$ cat src/rtl/uart_tx_ctrl_pkg.sv
// Shared frame-phase encodings for the UART TX controller and the TX line mux.
// The state value doubles as the mux select, so both sides decode the same codes.
package uart_tx_ctrl_pkg;

  typedef enum logic [2:0] {
    ST_IDLE   = 3'b000,
    ST_START  = 3'b001,
    ST_DATA   = 3'b011,
    ST_PARITY = 3'b010,
    ST_STOP   = 3'b110
  } state_t;

  localparam int MUX_SEL_W = 5;

  function automatic logic [MUX_SEL_W-1:0] mux_sel_of(input state_t s);
    return {2'b00, s};
  endfunction

endpackage

$ cat src/rtl/uart_tx_ctrl_serializer.sv
// LSB-first shift register with bit counter; loads in one cycle, shifts one bit per enabled cycle.
// No backpressure: the controlling FSM owns when load/shift/clear happen.
module uart_tx_ctrl_serializer #(
  parameter int DATA_WIDTH = 8
) (
  input  logic                  clk,
  input  logic                  rst,
  input  logic                  i_load,
  input  logic                  i_clr,
  input  logic                  i_shift,
  input  logic [DATA_WIDTH-1:0] i_data,
  output logic                  o_bit,
  output logic                  o_done
);

  localparam int CNT_W = $clog2(DATA_WIDTH) + 1;

  logic [DATA_WIDTH-1:0] r_shift;
  logic [CNT_W-1:0]      r_cnt;

  always_ff @(posedge clk or posedge rst) begin
    if (rst) begin
      r_shift <= '0;
      r_cnt   <= '0;
    end else begin
      if (i_load)
        r_shift <= i_data;
      else if (i_shift)
        r_shift <= r_shift >> 1;

      if (i_clr)
        r_cnt <= '0;
      else if (i_shift)
        r_cnt <= r_cnt + CNT_W'(1);
    end
  end

  assign o_bit  = r_shift[0];
  // Asserted during the last data bit so the FSM leaves DATA on that edge.
  assign o_done = (r_cnt == CNT_W'(DATA_WIDTH - 1));

endmodule

$ cat src/rtl/uart_tx_ctrl.sv
// UART TX frame FSM and parity generator; drives the TX mux select, data bit and parity bit.
// Frame = DATA_WIDTH+2 (+1 with parity) cycles after the accepting edge; inputs ignored while busy.
module uart_tx_ctrl
  import uart_tx_ctrl_pkg::*;
#(
  parameter int DATA_WIDTH = 8
) (
  input  logic                  clk,
  input  logic                  rst,
  input  logic [DATA_WIDTH-1:0] p_data,
  input  logic                  data_valid,
  input  logic                  par_en,
  input  logic                  par_typ,
  output logic [MUX_SEL_W-1:0]  mux_sel,
  output logic                  ser_data,
  output logic                  par_bit,
  output logic                  busy
);

  state_t r_state;
  logic   r_busy;
  logic   r_par_bit;
  logic   r_par_en;
  logic   w_load;
  logic   w_clr;
  logic   w_shift;
  logic   w_bit;
  logic   w_done;

  assign w_load  = (r_state == ST_IDLE) && data_valid;
  assign w_clr   = (r_state == ST_START);
  assign w_shift = (r_state == ST_DATA);

  uart_tx_ctrl_serializer #(
    .DATA_WIDTH (DATA_WIDTH)
  ) u_ser (
    .clk     (clk),
    .rst     (rst),
    .i_load  (w_load),
    .i_clr   (w_clr),
    .i_shift (w_shift),
    .i_data  (p_data),
    .o_bit   (w_bit),
    .o_done  (w_done)
  );

  always_ff @(posedge clk or posedge rst) begin
    if (rst) begin
      r_state   <= ST_IDLE;
      r_busy    <= 1'b0;
      r_par_bit <= 1'b0;
      r_par_en  <= 1'b0;
    end else begin
      case (r_state)
        ST_IDLE: begin
          if (data_valid) begin
            r_state   <= ST_START;
            r_busy    <= 1'b1;
            r_par_bit <= (^p_data) ^ par_typ;
            r_par_en  <= par_en;
          end
        end
        ST_START: r_state <= ST_DATA;
        ST_DATA: begin
          if (w_done)
            r_state <= r_par_en ? ST_PARITY : ST_STOP;
        end
        ST_PARITY: r_state <= ST_STOP;
        ST_STOP: begin
          r_state <= ST_IDLE;
          r_busy  <= 1'b0;
        end
        default: begin
          r_state <= ST_IDLE;
          r_busy  <= 1'b0;
        end
      endcase
    end
  end

  assign mux_sel  = mux_sel_of(r_state);
  assign ser_data = w_bit;
  assign par_bit  = r_par_bit;
  assign busy     = r_busy;

endmodule
$ cat config.mk
export PLATFORM = sky130hd
export DESIGN_NAME = uart_tx_ctrl
export DESIGN_NICKNAME = d
export VERILOG_FILES = /design/src/rtl/uart_tx_ctrl_pkg.sv /design/src/rtl/uart_tx_ctrl_serializer.sv /design/src/rtl/uart_tx_ctrl.sv
export SDC_FILE = /design/constraint.sdc
export NUM_CORES = 1
export LEC_CHECK = 0
export CORE_AREA = 3 3 48 50
export DETAILED_ROUTE_END_ITERATION = 16
export DIE_AREA = 0 0 51 53
export GPL_ROUTABILITY_DRIVEN = 0
export HOLD_SLACK_MARGIN = 0.05
export PLACE_DENSITY_LB_ADDON = 0.12
export SLEW_MARGIN = 0
export SYNTH_ARGS = -nofsm -noshare
export SYNTH_HDL_FRONTEND = slang
export SYNTH_SLANG_ARGS = --single-unit
$ cat constraint.sdc
create_clock -name clk -period 1.89 [get_ports clk]
set_input_delay 0.2835 -clock clk [delete_from_list [all_inputs] [get_ports clk]]
set_output_delay 0.2835 -clock clk [all_outputs]
set_load 0.02 [all_outputs]
# Word-level counts from Yosys, hierarchy flattened
# Index checks and enable logic that the tools add are counted.
word_totals:
  latch_bits: 0
  mem_bits_rw: 0
  input_bits: 13
  n_memories: 0
  register_bits: 18
  mem_bits_ro: 0
classes:
  div_mod_pow: 0
  n_reduce_logical: 9
  n_mux: 10
  n_bitwise: 2
  magnitude_cmp: 0
  mul: 0
  n_shift: 0
  eq_ne: 6
  add_sub_neg: 1
ops:
  columns: ["op", "n"]
  rows:
  - ["$mux 8", 2]
  - ["$pmux 3 s4", 1]
  - ["$mux 3", 3]
  - ["$mux 4", 2]
  - ["$reduce_xor 8->1", 1]
  - ["$eq 3x2->1 const B", 2]
  - ["$reduce_and 2->1", 3]
  - ["$add 4x1->4 const B", 1]
  - ["$eq 4x3->1 const B", 1]
  - ["$ne 2x2->1 const B", 2]
  - ["$reduce_bool 2->1", 2]
  - ["$eq 3x1->1 const B", 1]
  - ["$logic_not 3->1", 1]
  - ["$reduce_or 3->1", 1]
  - ["$pmux 1 s2", 1]
  - ["$logic_and 1x1->1", 1]
  - ["$mux 1", 1]
  - ["$not 1->1", 1]
  - ["$xor 1x1->1", 1]

# Longest topological paths before layout
# Gate-level depths: netlist of the first run.
logic_depth:
  word_depth: 4
  depth_mapped: 6
  depth_no_buf: 4

# By module
# A second synthesis of the first run with hierarchy kept.
hier_totals:
  cells_unflattened: 86
  area_unflattened_um2: 934.6
modules_own_cells:
  columns: ["module", "cells_each", "seq_area_each_um2", "n_inst", "area_per_inst_um2"]
  rows:
  - ["uart_tx_ctrl_serializer", 53, 300.3, 1, 566.8]
  - ["uart_tx_ctrl", 33, 150.1, 1, 367.9]

# Least setup slack after synthesis of the first run
# Ideal clock, no wire load.
synth_timing:
  path_kind: "register to register"
  startpoint: "reg r_state[1]"
  endpoint: "reg r_par_en"
  path_buffers: 1
  path_slack_ps: 421
  setup_time_ps: 125
  t_arrival_ps: 1344
  stages_incl_launch_ff: 4
  cell_sequence: "dfrtp_1 buf_2 nor4b_4 mux2_2"
synth_via:
  elab_chain_cells: 2
synth_rtl:
  columns: ["element", "line", "rtl"]
  rows:
  - ["start: declaration", "uart_tx_ctrl.sv:20", "state_t r_state;"]
  - ["start signal: assignment", "uart_tx_ctrl.sv:66", "r_state <= r_par_en ? ST_PARITY : ST_STOP;"]
  - ["$logic_not 3->1", "uart_tx_ctrl.sv:54", "case (r_state)"]
  - ["$reduce_and 2->1 (no source line)", null, null]
  - ["end signal: assignment", "uart_tx_ctrl.sv:60", "r_par_en <= par_en;"]
  - ["end: declaration", "uart_tx_ctrl.sv:23", "logic r_par_en;"]
# No other way between the ends.
# A chain may end at the register's enable or synchronous reset.

# Worst setup path after layout of the first run
layout_timing:
  startpoint: "reg r_state[1]"
  endpoint: "out mux_sel[1]"
layout_rtl:
  columns: ["element", "line", "rtl"]
  rows:
  - ["end: declaration", "uart_tx_ctrl.sv:14", "output logic [MUX_SEL_W-1:0] mux_sel,"]
# No word-level cell between the ends.

==> results.cfg, run 1 <==
[floorplanning]
die_h_um = 53
dieArea_sq_um = 2700
rows = 16
start_util_pct = 46.1
die_x_um = 51
ioPinCount = 21
core_sq_um = 1940

[worst_setup_path]
worst-path-stages = 1
critical_path.cell_chain = clkdlybuf4s50_1
cp.required_ps = 1610
cp_top_family = buffers and inverters
cp_max_fo = 10
start_kind = flop
cp_slowest_cell = clkdlybuf4s50_1
critPathBufInv = 1
ff2ff_path_depth = 2
endpoint_kind = output pin
cp_slowest_stage_delay_ps = 680
crit_start = r_state[1]
worstSetupPathType = reg2out
worstPathArrival_ps = 1530
r2r_start = r_state[1]

[routing]
vias = 673
viasPerCell = 4.99
postRouteAntennaNets = 0
drc_errors = 0
first_pass_iters = 3
wl_per_cell_um = 13.0
wirelength_um = 1760
drt-initial-drc-count = 7

[sta]
clock_skew_ps = 2.06
period_minus_slack_ps = 1810
period_share_pct = 95.8
clock.fmax_mhz = 552
final-hold-violation-count = 0
tns_ps = 0
setup_viol = 0
slew_viol_final = 0
rsz0062_at_grt = no

[global_routing]
grt_overflow = 0
grt_max_degree = 19
grt_pass1_wl_um = 2990
antenna_found_initial = 0
grt_pass1_vias = 694
grtUsageTotal_pct = 14.9

[synthesis]
synth.distinct_cells = 26
synth-edff-count = 0
synth_flop_cell = dfrtp_1
syn_area_per_cell_sq_um = 10.3
yosysWarningCount = 0
netlist_area_sq_um = 895
syn-instance-count = 87
ys_seq_area_share_pct = 50.3
synthArstFlopShare_pct = 100
ys_seq_elements = 18

[placement]
numPlacedInstances = 132
dp.final_hpwl_um = 1370
port_buffers = 18

[clock_tree]
cts_max_path_buffers = 2
htree_num_levels = 1
clk_latency_ps = 280
cts_hold_buf = 0
cts.repair.resized = 0
cts_setup_buffers = 0
cts_inserted_buffers = 3
cts_tree = yes
clock_sink_count = 18
clkTransAtPathRegs_ps = 100
cts_root_buf = clkbuf_4

[cells_and_area]
drive_gt1_share_pct = 10.2
antennaDiodeCount = 0
areaGrowthSynthToFinish_pct = 26.6
mostFrequentLayoutCells = 22 x nand2_1, 18 x dfrtp_1, 18 x clkdlybuf4s50_1
nets = 124
layout_commonest_cell = nand2_1
fin_cells = 135

[worst_hold_path]
holdCritPathClass = in2async

[pwr]
power.density_nw_per_um2 = 1410
leakagePower_nw = 0.512
ir_worst_vdd_mv = 0.877

[flow_run]
drv_cap = 0

[run_status]
status = finished, final reports clean
## cells in the mapped netlist (2+ instances only)
master | number | area (sq um)
a22oi_1 | 6 | 45.0
buf_4 | 3 | 22.5
xor2_1 | 2 | 17.5
xnor2_1 | 5 | 43.8
nand2_1 | 22 | 82.6
o21ai_0 | 7 | 35.0
dfrtp_1 | 18 | 450
o31ai_1 | 2 | 15.0
nor2_1 | 4 | 15.0
buf_2 | 2 | 10.0
## final timing paths
kind / to / slack [ps]
setup / recovery: mux_sel[1] / 80
hold / removal: u_ser.r_cnt[2] / 310
setup reg to reg: r_par_en / 400
hold reg to reg: u_ser.r_shift[1] / 480
max in group asynchronous: r_par_en / 1390
min in group clk: u_ser.r_shift[1] / 480
## routing by layer
layer	track usage, %	part of all wire, %	vias to the layer above
li1	-	-	335
met1	19.8	48	324
met2	23.0	47	12
met3	2.54	4.0	2
met4	8.07	0.85	0
met5	0	0	-
## flip-flops by register name, indices dropped and copies added, names as in the netlist
register	cells
r_state	3
r_par_en	1
busy	1
u_ser.r_shift	8
u_ser.r_cnt	4
par_bit	1
## power by group
group	switching, mW	total, mW	internal (mW)
combinational	0.342	0.694	0.352
clock	0.110	0.184	0.0740
sequential	0.167	0.722	0.555
total	0.619	1.60	0.981
## logic make-up (layout without fill, tap and decap cells)
logic type      Yosys count  after routing  share of synthesized area (%)
xor+xnor                  8              8                           9.37
fa+ha+maj                 1              1                           1.40
flops                    18             18                           50.3
buf+inv                   6             26                           4.06
simple gates             34             34                           19.2
mux                       3              3                           4.06
other cells               1              2                          0.419
compound gates           16             16                           11.2
## cell type report
cell class	count	area [sq um]
inverters	1	3.75
repair buffers	22	210
well taps	27	33.8
flip-flops and latches	18	450
multi-input cells	64	412
clock buffers	3	22.5
fillers	186	810
## through the flow
stage	setup WS [ps]	power, mW	hold slack (ps)	util [%]	cell area [sq um]
floorplan	421	1.16	222	-	898
global placement	61.2	1.41	460	57.2	1110
detailed placement	45.9	1.44	469	57.2	1110
CTS	70.4	1.63	311	58.3	1130
global route	23.6	1.74	326	58.3	1130
finish	79.4	1.60	307	58.3	1130
Power figures use the tool's default switching activity.
==> run 2: changes to the inputs <==
- CAP_MARGIN: default -> 20
==> results of run 2 <==
Same layout as run 1: the final DEF is identical, and so are final timing and power.
==> run 3: changes to the inputs <==
- CELL_PAD_IN_SITES_DETAIL_PLACEMENT: default -> 1
- CELL_PAD_IN_SITES_GLOBAL_PLACEMENT: default -> 1
- CORE_AREA: 3 3 48 50 -> 3 3 69 45
- DIE_AREA: 0 0 51 53 -> 0 0 72 48
==> run 3 against run 2 <==
Combinational power rose by 3.6%. First-iteration DRC count rose to 4.4 times the previous value. Flip-flop and latch count did not move. Wire length rose by 10%. Register-to-register slack barely moved. Clock power rose by 44%. Utilization fell by 12 points. Critical endpoint unchanged.
==> results.cfg, run 3 (synthesized netlist as in run 1, its figures left out) <==
[run_status]
status = finished, final reports clean

[clock_tree]
clkTransAtPathRegs_ps = 60
cts_root_buf = clkbuf_8
cts_setup_buffers = 0
cts.repair.resized = 0
clk_latency_ps = 260
htree_num_levels = 1
clock_sink_count = 18
cts_tree = yes
cts_hold_buf = 0
cts_inserted_buffers = 3
cts_max_path_buffers = 2

[worst_setup_path]
worstPathArrival_ps = 1480
cp_slowest_cell = clkdlybuf4s50_1
cp.required_ps = 1610
endpoint_kind = output pin
cp_slowest_stage_delay_ps = 680
cp_max_fo = 10
r2r_end = u_ser.r_shift[6]
ff2ff_path_depth = 4
start_kind = flop
r2r_start = r_state[1]
worstSetupPathType = reg2out
cp_top_family = buffers and inverters
critical_path.cell_chain = clkdlybuf4s50_1
rrSetupSlack_ps = 400
critPathBufInv = 1

[cells_and_area]
nets = 123
drive_gt1_share_pct = 9.35
final.fill_count = 272
multi_input_area_sq_um = 412
regArea_sq_um = 450
antennaDiodeCount = 0
areaGrowthSynthToFinish_pct = 29.9
regMostFlops = u_ser.r_shift
layout_commonest_cell = nand2_1
largest_reg_flops = 8
reg_top3 = u_ser.r_shift (8), u_ser.r_cnt (4), r_state (3)
mostFrequentLayoutCells = 22 x nand2_1, 18 x dfrtp_1, 18 x clkdlybuf4s50_1

[floorplanning]
dieArea_sq_um = 3460
rows = 14
die_x_um = 72
start_util_pct = 35.7
core_sq_um = 2500
ioPinCount = 21
die_h_um = 48

[sta]
period_minus_slack_ps = 1760
clock.fmax_mhz = 568
slew_viol_final = 0
setup_viol = 0
period_share_pct = 93.1
tns_ps = 0
hold_slack_ps = 346
clock_skew_ps = 4.05
final-hold-violation-count = 0
rsz0062_at_grt = no

[global_routing]
grtUsageTotal_pct = 13.4
antenna_found_initial = 0
grt_pass1_wl_um = 3310
grt_pass1_vias = 686
grt_overflow = 0
grt_max_degree = 19

[routing]
viasPerCell = 4.75
wirelength_um = 1930
wl_per_cell_um = 13.9
vias = 660
first_pass_iters = 4
postRouteAntennaNets = 0
drc_errors = 0
drt-initial-drc-count = 31

[flow_run]
drv_cap = 0

[pwr]
leakagePower_nw = 0.517
ir_worst_vdd_mv = 0.719
finalPower_mw = 1.71
power.density_nw_per_um2 = 1470

[worst_hold_path]
holdCritPathClass = in2async

[placement]
port_buffers = 18
dp.final_hpwl_um = 1490
[run 3: report_power, final]
group          internal, mW  switching (mW)
clock network         0.142           0.123
registers             0.557           0.173
logic                 0.361           0.358
total                  1.06           0.654
[run 3: stage by stage]
step                      instance area [sq um]  std cells  util (%)  setup slack (ps)
after global placement                     1120        136      44.8              69.0
after detailed placement                   1120        136      44.8              43.7
after floorplan                             898         88         -               421
after global routing                       1160        139      46.4              45.4
after CTS                                  1160        139      46.4               104
final                                      1160        139      46.4               130
[run 3: how the worst max path moves through the flow]
stage / startpoint / endpoint / slack, ps / cells past startpoint
2_1_floorplan: r_state[1] / r_par_en / 420 / 3
3_3_place_gp: p_data[1] / par_bit / 70 / 5
3_5_place_dp: p_data[0] / par_bit / 40 / 5
4_1_cts: r_state[1] / mux_sel[1] / 100 / 1
5_1_grt: r_state[1] / mux_sel[1] / 50 / 1
6_report: r_state[1] / mux_sel[1] / 130 / 1
[run 3: routing by layer]
metal	up-vias	global-route usage [%]	part of all wire, %
li1	332	-	-
met1	312	17.2	51
met2	14	19.7	41
met3	2	6.92	7.0
met4	0	4.49	0.72
met5	-	0	0
[run 3: layout make-up]
| type | instances | share of cell area [%] |
|---|---|---|
| Inverter | 1 | 0.323 |
| Clock buffer | 3 | 3.55 |
| Sequential cell | 18 | 38.8 |
| Tap cell | 32 | 3.44 |
| Multi-Input combinational cell | 64 | 35.4 |
| Timing Repair Buffer | 21 | 18.5 |
